`config.mk`:
```
export PLATFORM = sky130hd
export DESIGN_NAME = sub_shift_serial
export DESIGN_NICKNAME = d
export VERILOG_FILES = /design/src/rtl/aes_pkg.sv /design/src/rtl/shift_rows_idx.sv /design/src/rtl/sub_shift_serial.sv
export SDC_FILE = /design/constraint.sdc
export NUM_CORES = 1
export LEC_CHECK = 0
export BUFFER_PORTS_ARGS = -buffer_cell sky130_fd_sc_hd__clkbuf_2
export CELL_PAD_IN_SITES_DETAIL_PLACEMENT = 1
export CELL_PAD_IN_SITES_GLOBAL_PLACEMENT = 1
export CORE_ASPECT_RATIO = 0.6
export CORE_UTILIZATION = 30
export CTS_BUF_LIST = sky130_fd_sc_hd__clkbuf_4
export DETAILED_ROUTE_END_ITERATION = 7
export PLACE_DENSITY = 0.58
export REMOVE_ABC_BUFFERS = 1
export SYNTH_ARGS = -nofsm -noshare
export SYNTH_HDL_FRONTEND = slang
export SYNTH_SLANG_ARGS = --single-unit
export TNS_END_PERCENT = 1
```
`constraint.sdc`:
```
create_clock -name clk -period 23.5 [get_ports clk]
set_clock_uncertainty 0.15 [all_clocks]
set_input_delay 1.175 -clock clk [delete_from_list [all_inputs] [get_ports clk]]
set_output_delay 1.175 -clock clk [all_outputs]
set_load 0.03 [all_outputs]
```
`src/rtl/aes_pkg.sv`:
```
// Shared AES datapath types and byte-slice helpers.
// Column-major state: byte i = state[127-8i -: 8].
package aes_pkg;

  localparam int AES_NBYTES = 16;
  localparam int BYTE_W = 8;

  // LSB position of byte 0 in a 128-bit state.
  localparam logic [6:0] BYTE0_LO = 7'd120;

  typedef enum logic [1:0] {
    ST_IDLE = 2'd0,
    ST_RUN  = 2'd1,
    ST_DONE = 2'd2
  } fsm_t;

  // LSB index of byte idx within a 128-bit state.
  function automatic logic [6:0] byte_lo(
    input logic [3:0] idx
  );
    return BYTE0_LO - {idx, 3'b000};
  endfunction

endpackage

```
`src/rtl/shift_rows_idx.sv`:
```
// ShiftRows destination index: byte idx -> placement.
// Ports: idx (source byte), dest (destination byte).
module shift_rows_idx #(
  parameter int SHIFT_ROWS = 1
) (
  input  logic [3:0] idx,
  output logic [3:0] dest
);

  logic [1:0] row;
  logic [1:0] col;
  logic [1:0] col_d;

  assign row = idx[1:0];
  assign col = idx[3:2];
  // Row r rotates left by r columns; 2-bit wrap.
  assign col_d = col - row;

  assign dest = (SHIFT_ROWS != 0) ? {col_d, row}
                                  : idx;

endmodule

```
`src/rtl/sub_shift_serial.sv`:
```
// Byte-serial SubBytes + ShiftRows around an external S-box.
// Ports: clk, rst (async high), start, state_in,
// sbox_addr/sbox_data (S-box pair), busy, done,
// state_out. Option: SUBSHIFT_SBOX_PIPE_EN registers
// sbox_data before write-back (one extra RUN cycle).
module sub_shift_serial
  import aes_pkg::*;
#(
  parameter int SHIFT_ROWS = 1
) (
  input  logic         clk,
  input  logic         rst,
  input  logic         start,
  input  logic [127:0] state_in,
  output logic [7:0]   sbox_addr,
  input  logic [7:0]   sbox_data,
  output logic         busy,
  output logic         done,
  output logic [127:0] state_out
);

  fsm_t         st;
  logic [127:0] src;
  logic [127:0] dst;
  logic [127:0] dst_nxt;
  logic [3:0]   cnt;
  logic [3:0]   dest;
  logic         running;
  logic         accept;
  logic         issue;
  logic         wr_en;
  logic         wr_last;
  logic [3:0]   wr_idx;
  logic [7:0]   wr_data;

  assign running = (st == ST_RUN);
  assign accept  = start && !running;
  assign busy    = running;
  assign done    = (st == ST_DONE);

  // cnt parks at 15 after the run, so the
  // address holds its last value outside RUN.
  assign sbox_addr = src[byte_lo(cnt) +: BYTE_W];

  shift_rows_idx #(
    .SHIFT_ROWS(SHIFT_ROWS)
  ) u_idx (
    .idx (cnt),
    .dest(dest)
  );

`ifdef SUBSHIFT_SBOX_PIPE_EN
  logic [7:0] p_data;
  logic [3:0] p_idx;
  logic       p_vld;
  logic       p_last;
  logic       fin;

  assign issue   = running && !fin;
  assign wr_en   = running && p_vld;
  assign wr_idx  = p_idx;
  assign wr_data = p_data;
  assign wr_last = p_last;

  always_ff @(posedge clk or posedge rst) begin
    if (rst) begin
      p_data <= '0;
      p_idx  <= '0;
      p_vld  <= 1'b0;
      p_last <= 1'b0;
      fin    <= 1'b0;
    end else if (accept) begin
      p_data <= '0;
      p_idx  <= '0;
      p_vld  <= 1'b0;
      p_last <= 1'b0;
      fin    <= 1'b0;
    end else if (issue) begin
      p_data <= sbox_data;
      p_idx  <= dest;
      p_vld  <= 1'b1;
      p_last <= (cnt == 4'd15);
      fin    <= (cnt == 4'd15);
    end else begin
      p_vld  <= 1'b0;
      p_last <= 1'b0;
    end
  end
`else
  assign issue   = running;
  assign wr_en   = running;
  assign wr_idx  = dest;
  assign wr_data = sbox_data;
  assign wr_last = (cnt == 4'd15);
`endif

  always_comb begin
    dst_nxt = dst;
    if (wr_en) begin
      dst_nxt[byte_lo(wr_idx) +: BYTE_W] = wr_data;
    end
  end

  always_ff @(posedge clk or posedge rst) begin
    if (rst) begin
      st        <= ST_IDLE;
      src       <= '0;
      dst       <= '0;
      cnt       <= '0;
      state_out <= '0;
    end else if (accept) begin
      st  <= ST_RUN;
      src <= state_in;
      cnt <= '0;
    end else begin
      unique case (st)
        ST_RUN: begin
          dst <= dst_nxt;
          if (issue && cnt != 4'd15) begin
            cnt <= cnt + 4'd1;
          end
          if (wr_en && wr_last) begin
            st        <= ST_DONE;
            state_out <= dst_nxt;
          end
        end
        ST_DONE: st <= ST_IDLE;
        default: st <= ST_IDLE;
      endcase
    end
  end

endmodule

```
Word level (Yosys, flattened, before mapping)

Index checks and enable logic that the tools add are counted.

Register bits: 390
Input bits: 139
Output and inout bits: 138
Logic and storage cells: 35

Add/sub/neg operators: 5
Equal/unequal tests: 5
Shift operators: 3
Mux-type cells: 7
Bitwise logic cells: 1
Reduce and logical (&&, ||, !) cells: 9

Operators by type and width:

| kind                    | count |
|---|---|
| $bwmux 128              | 1 |
| $shift 8x9->128 const A | 1 |
| $shiftx 128x8->8        | 1 |
| $shiftx 8x9->128        | 1 |
| $sub 7x7->7 const A     | 2 |
| $mux 4                  | 3 |
| $neg 7->9               | 1 |
| $mux 2                  | 3 |
| $add 4x1->4 const B     | 1 |
| $eq 4x4->1 const B      | 1 |
| $ne 4x4->1 const B      | 1 |
| $reduce_and 2->1        | 2 |
| $reduce_bool 2->1       | 2 |
| $logic_and 1x1->1       | 3 |
| $ne 3x2->1 const B      | 1 |
| $reduce_and 3->1        | 1 |
| $eq 2x1->1 const B      | 1 |
| $eq 2x2->1 const B      | 1 |
| $sub 2x2->2             | 1 |
| $logic_not 1->1         | 1 |
| $not 1->1               | 1 |

Depth between registers and ports, before layout

Depth after elaboration: 5
Gate-level depth with buffers: 12
Depth with buffers taken out: 6

By module

From an unflattened synthesis, not the netlist that was laid out.

Cells, all modules: 1437
Area total of the unflattened synthesis: 17715.7 µm²

Modules (own cells, without submodules):

| module           | instances | cells an instance | area an instance (µm²) | seq. area each (µm²) |
|---|---|---|---|---|
| sub_shift_serial | 1         | 1431              | 17656.9                | 9759.4 |
| shift_rows_idx   | 1         | 6                 | 58.8                   | 0.0 |

Least setup slack after synthesis

OpenSTA, ideal clock, no wires.

Path type: flip-flop to output port
Start point: register cnt[1]
End point: output port sbox_addr[6]
Arrival: 2.022 ns
Data required time: 22.175 ns
Slack: 20.153 ns
Stages on the path, launching flop included: 7
Path buffers: 3
Cell sequence: dfrtp_1 buf_2 buf_2 clkbuf_1 mux4_2 nand2_1 a31oi_1

Longest elaborated chain between the ends: 2

RTL lines:

| item                   | RTL line                | source |
|---|---|---|
| start, declared        | sub_shift_serial.sv:26  | `logic [3:0] cnt;` |
| start signal, assigned | sub_shift_serial.sv:120 | `cnt <= cnt + 4'd1;` |
| $sub 7x7->7            | aes_pkg.sv:21           | `return BYTE0_LO - {idx, 3'b000};` |
| $shiftx 128x8->8       | sub_shift_serial.sv:43  | `assign sbox_addr = src[byte_lo(cnt) +: BYTE_W];` |
| end, declared          | sub_shift_serial.sv:15  | `output logic [7:0] sbox_addr,` |

No other way between the ends.

Final worst setup path

Start point: register cnt[0]
End point: output port sbox_addr[1]

Same word-level chain as after synthesis.

==> reports/metrics.yaml <==
outcome:
  outcome: "finished clean"
setup_path:
  critical_path_arrival_ps: 3600
  r2r_slack_ps: 18850
  worstSetupStartpointType: "flip-flop"
  crit_fanout: 34
  cpMaxStageDelayCell: "dfrtp_4"
  crit_path_end_kind: "output port"
  path_cells: "buf_4 -> mux4_2 -> and2_1 -> a211oi_1 -> a31oi_1 -> clkbuf_2"
  slowest_delay_ps: 640
  cp.required_ps: 22180
  r2r_start: "cnt[0]$_DFFE_PP0P_"
  r2r-end: "state_out[8]$_DFFE_PP0P_"
  worstRegToRegCells: 8
  path_class: "reg -> out"
timing:
  maxSlewViolCount: 0
  finalHoldViolations: 0
  slew_headroom: 0.208
  worst_slew_pin_slew_ps: 1180
  fmax_ghz: 0.203
  rsz0062_at_grt: "no"
  min_period_over_period: 0.209
  min_period_ps: 4920
  setup_viol: 0
  tns_ps: 0
grt:
  grt_use_total: 0.194
  grt_antenna_before_repair: 3
  grt_max_degree: 133
  grt_pass1_vias: 14957
  grt-ovfl-total: 0
  grt_pass1_wl_um: 91500
power_and_ir_drop:
  p_per_area_nw_per_um2: 155
  fin_total_pwr_uw: 3370
  peakVddDrop_uv: 88.3
  leakage_uw: 0.00991
die:
  die-width_um: 320
  ios: 277
  dieHeight_um: 193
  core_area_um2: 59700
  start_util: 0.306
  rows: 69
  die-area_um2: 61900
clock_tree:
  clock_sinks: 390
  post_cts_buffers: 0
  cts_hold_buf: 0
  cts_htree_levels: 3
  cts_tree: "yes"
  numCtsBuffers: 102
  root_buffer: "clkbuf_4"
  clkLatencyLatePin_ps: 890
  cts-resized-gates: 0
  clockBufferDepth: 3
  clk_pin_slew_ps: 70
job:
  maxCapViolCount: 0
synthesis:
  synth_top_family_by_area: "multiplexers"
  synth_area_um2: 18200
  synth-xor-area-share: 0.00542
  synth_fa_ha_area_frac: 0.00343
  ys_warn_count: 0
  synthMuxAreaShare: 0.215
  synth_seq_cells: 390
  syn_area_per_cell_um2: 12.1
  synth_simple_gate_area_share: 0.0980
  synth_compound_area_frac: 0.102
  synth_cell_types: 61
  synth_cells: 1505
  ys_seq_area_frac: 0.535
min_path:
  worstHoldPathCells: 2
  worstHoldStart: "state_out[45]$_DFFE_PP0P_"
  hold_path.class: "reg -> reg"
  hold_end: "state_out[45]$_DFFE_PP0P_"
detailed_routing:
  post-route-drc-count: 0
  drtPass1Iterations: 7
  wl_um: 58400
  drt-initial-drc-count: 834
  ant_nets: 0
  routedWlPerCell_um: 21.8
  num_vias: 13673
  vias_per_cell: 5.10
layout:
  mostFrequentLayoutCells: "dfrtp_1, clkbuf_2, mux2_2"
  final_common_cell: "dfrtp_1"
  fin_nets: 1934
  fillCellCount: 6559
  layout-drive-gt1-share: 0.413
  areaGrowthSynthToFinish_pct: 19.2
placed_design:
  gp_congestion: 0.763
  numPortBuffers: 276
  place.detailed.hpwl_um: 38500
## worst max-delay path by stage
stage,from,endpoint,slack (ps),cells past startpoint
2_1_floorplan,rst,cnt[0]$_DFFE_PP0P_,11330,1
3_3_place_gp,cnt[0]$_DFFE_PP0P_,state_out[8]$_DFFE_PP0P_,19100,8
3_5_place_dp,cnt[0]$_DFFE_PP0P_,state_out[8]$_DFFE_PP0P_,18940,8
4_1_cts,cnt[0]$_DFFE_PP0P_,sbox_addr[1],18430,6
5_1_grt,cnt[0]$_DFFE_PP0P_,sbox_addr[3],18290,6
6_report,cnt[0]$_DFFE_PP0P_,sbox_addr[1],18580,6
## area by class of cell
type                            count  area (um2)  share of cell area
Antenna cell                        7        17.5            0.000806
Clock buffer                      151        1130              0.0521
Clock inverter                     20         206             0.00949
Inverter                           62         241              0.0111
Multi-Input combinational cell    930        7770               0.357
Sequential cell                   390        9760               0.449
Tap cell                          816        1020              0.0470
Timing Repair Buffer              304        1590              0.0732
## worst max-delay path, delay by kind of cell, from the launching register on
| kind | cells | cell delay (ps) |
|---|---|---|
| and+or+nand+nor | 1 | 180 |
| AOI/OAI and AO/OA | 2 | 370 |
| DFF | 1 | 640 |
| buffers and inverters | 2 | 890 |
| muxes | 1 | 590 |
## Yosys cell counts (all sizes together)
| master | n | area share |
|---|---|---|
| o311ai | 8 | 0.0038 |
| a21oi | 65 | 0.022 |
| nor4 | 23 | 0.0082 |
| nand2b | 3 | 0.0010 |
| clkinv | 1 | 0.00021 |
| or2 | 2 | 0.00069 |
| xnor2 | 4 | 0.0023 |
| o2111a | 1 | 0.00062 |
| nand4 | 24 | 0.0091 |
| inv | 61 | 0.013 |
| and4 | 2 | 0.00096 |
| or4b | 1 | 0.00055 |
| mux2i | 57 | 0.031 |
| xnor3 | 1 | 0.0012 |
| nor2b | 4 | 0.0014 |
| nand3 | 56 | 0.016 |
| mux2 | 234 | 0.14 |
| o2111ai | 30 | 0.015 |
| mux4 | 32 | 0.039 |
| o31ai | 8 | 0.0033 |
| nand3b | 1 | 0.00041 |
| a21boi | 3 | 0.0012 |
| a221o | 34 | 0.019 |
| o211a | 3 | 0.0016 |
| and4b | 1 | 0.00055 |
| buf | 45 | 0.012 |
| and2 | 44 | 0.015 |
| o21ai | 43 | 0.012 |
| a31oi | 24 | 0.0082 |
| nor3 | 8 | 0.0031 |
| a2111oi | 11 | 0.0063 |
| xor2 | 3 | 0.0019 |
| dfrtp | 390 | 0.53 |
| clkbuf | 78 | 0.016 |
| and3 | 23 | 0.0079 |
| o211ai | 3 | 0.0020 |
| a211oi | 16 | 0.0077 |
| nand2 | 115 | 0.024 |
| nor2 | 34 | 0.0070 |
| or3 | 1 | 0.00034 |
| ha | 5 | 0.0034 |
| and3b | 1 | 0.00048 |
| or4bb | 2 | 0.0012 |
## per-stage QoR
stage	util	hold WS, ps	setup slack [ps]	cell area, um2	cells
floorplan	-	323	11330	17700	1382
global placement	0.342	319	19100	20400	2502
detailed placement	0.342	324	18940	20400	2502
CTS	0.364	255	18430	21700	2673
global route	0.364	255	18290	21700	2677
finish	0.364	330	18580	21700	2680
## layer usage
metal,up-vias,routed length (um),part of all wire,global-route usage
met5,-,0,0,0
met4,0,1150,0.020,0.0532
met3,107,3390,0.058,0.0514
met2,345,25900,0.44,0.294
met1,7082,27900,0.48,0.273
li1,6139,-,-,-
## sequential cells by signal, summed over array words and instances, names as in the netlist
name,flops
st,2
dst,128
src,128
state_out,128
cnt,4
## logic make-up (layout without fill, tap and decap cells)
| kind of cell | after synthesis | in the layout |
|---|---|---|
| xor gates and xnor gates | 8 | 8 |
| DFF | 390 | 390 |
| adders and majority gates | 5 | 5 |
| and+or+nand+nor | 345 | 345 |
| buffers and inverters | 185 | 537 |
| other | 0 | 7 |
| AOI/OAI and AO/OA | 249 | 249 |
| muxes | 323 | 323 |
## power breakdown
part / switching, uW / internal [uW] / total [uW]
logic: 1020 / 567 / 1590
registers: 176 / 959 / 1130
clock network: 298 / 344 / 643
total: 1500 / 1870 / 3370
No activity file was read; power rests on OpenSTA's default activity.
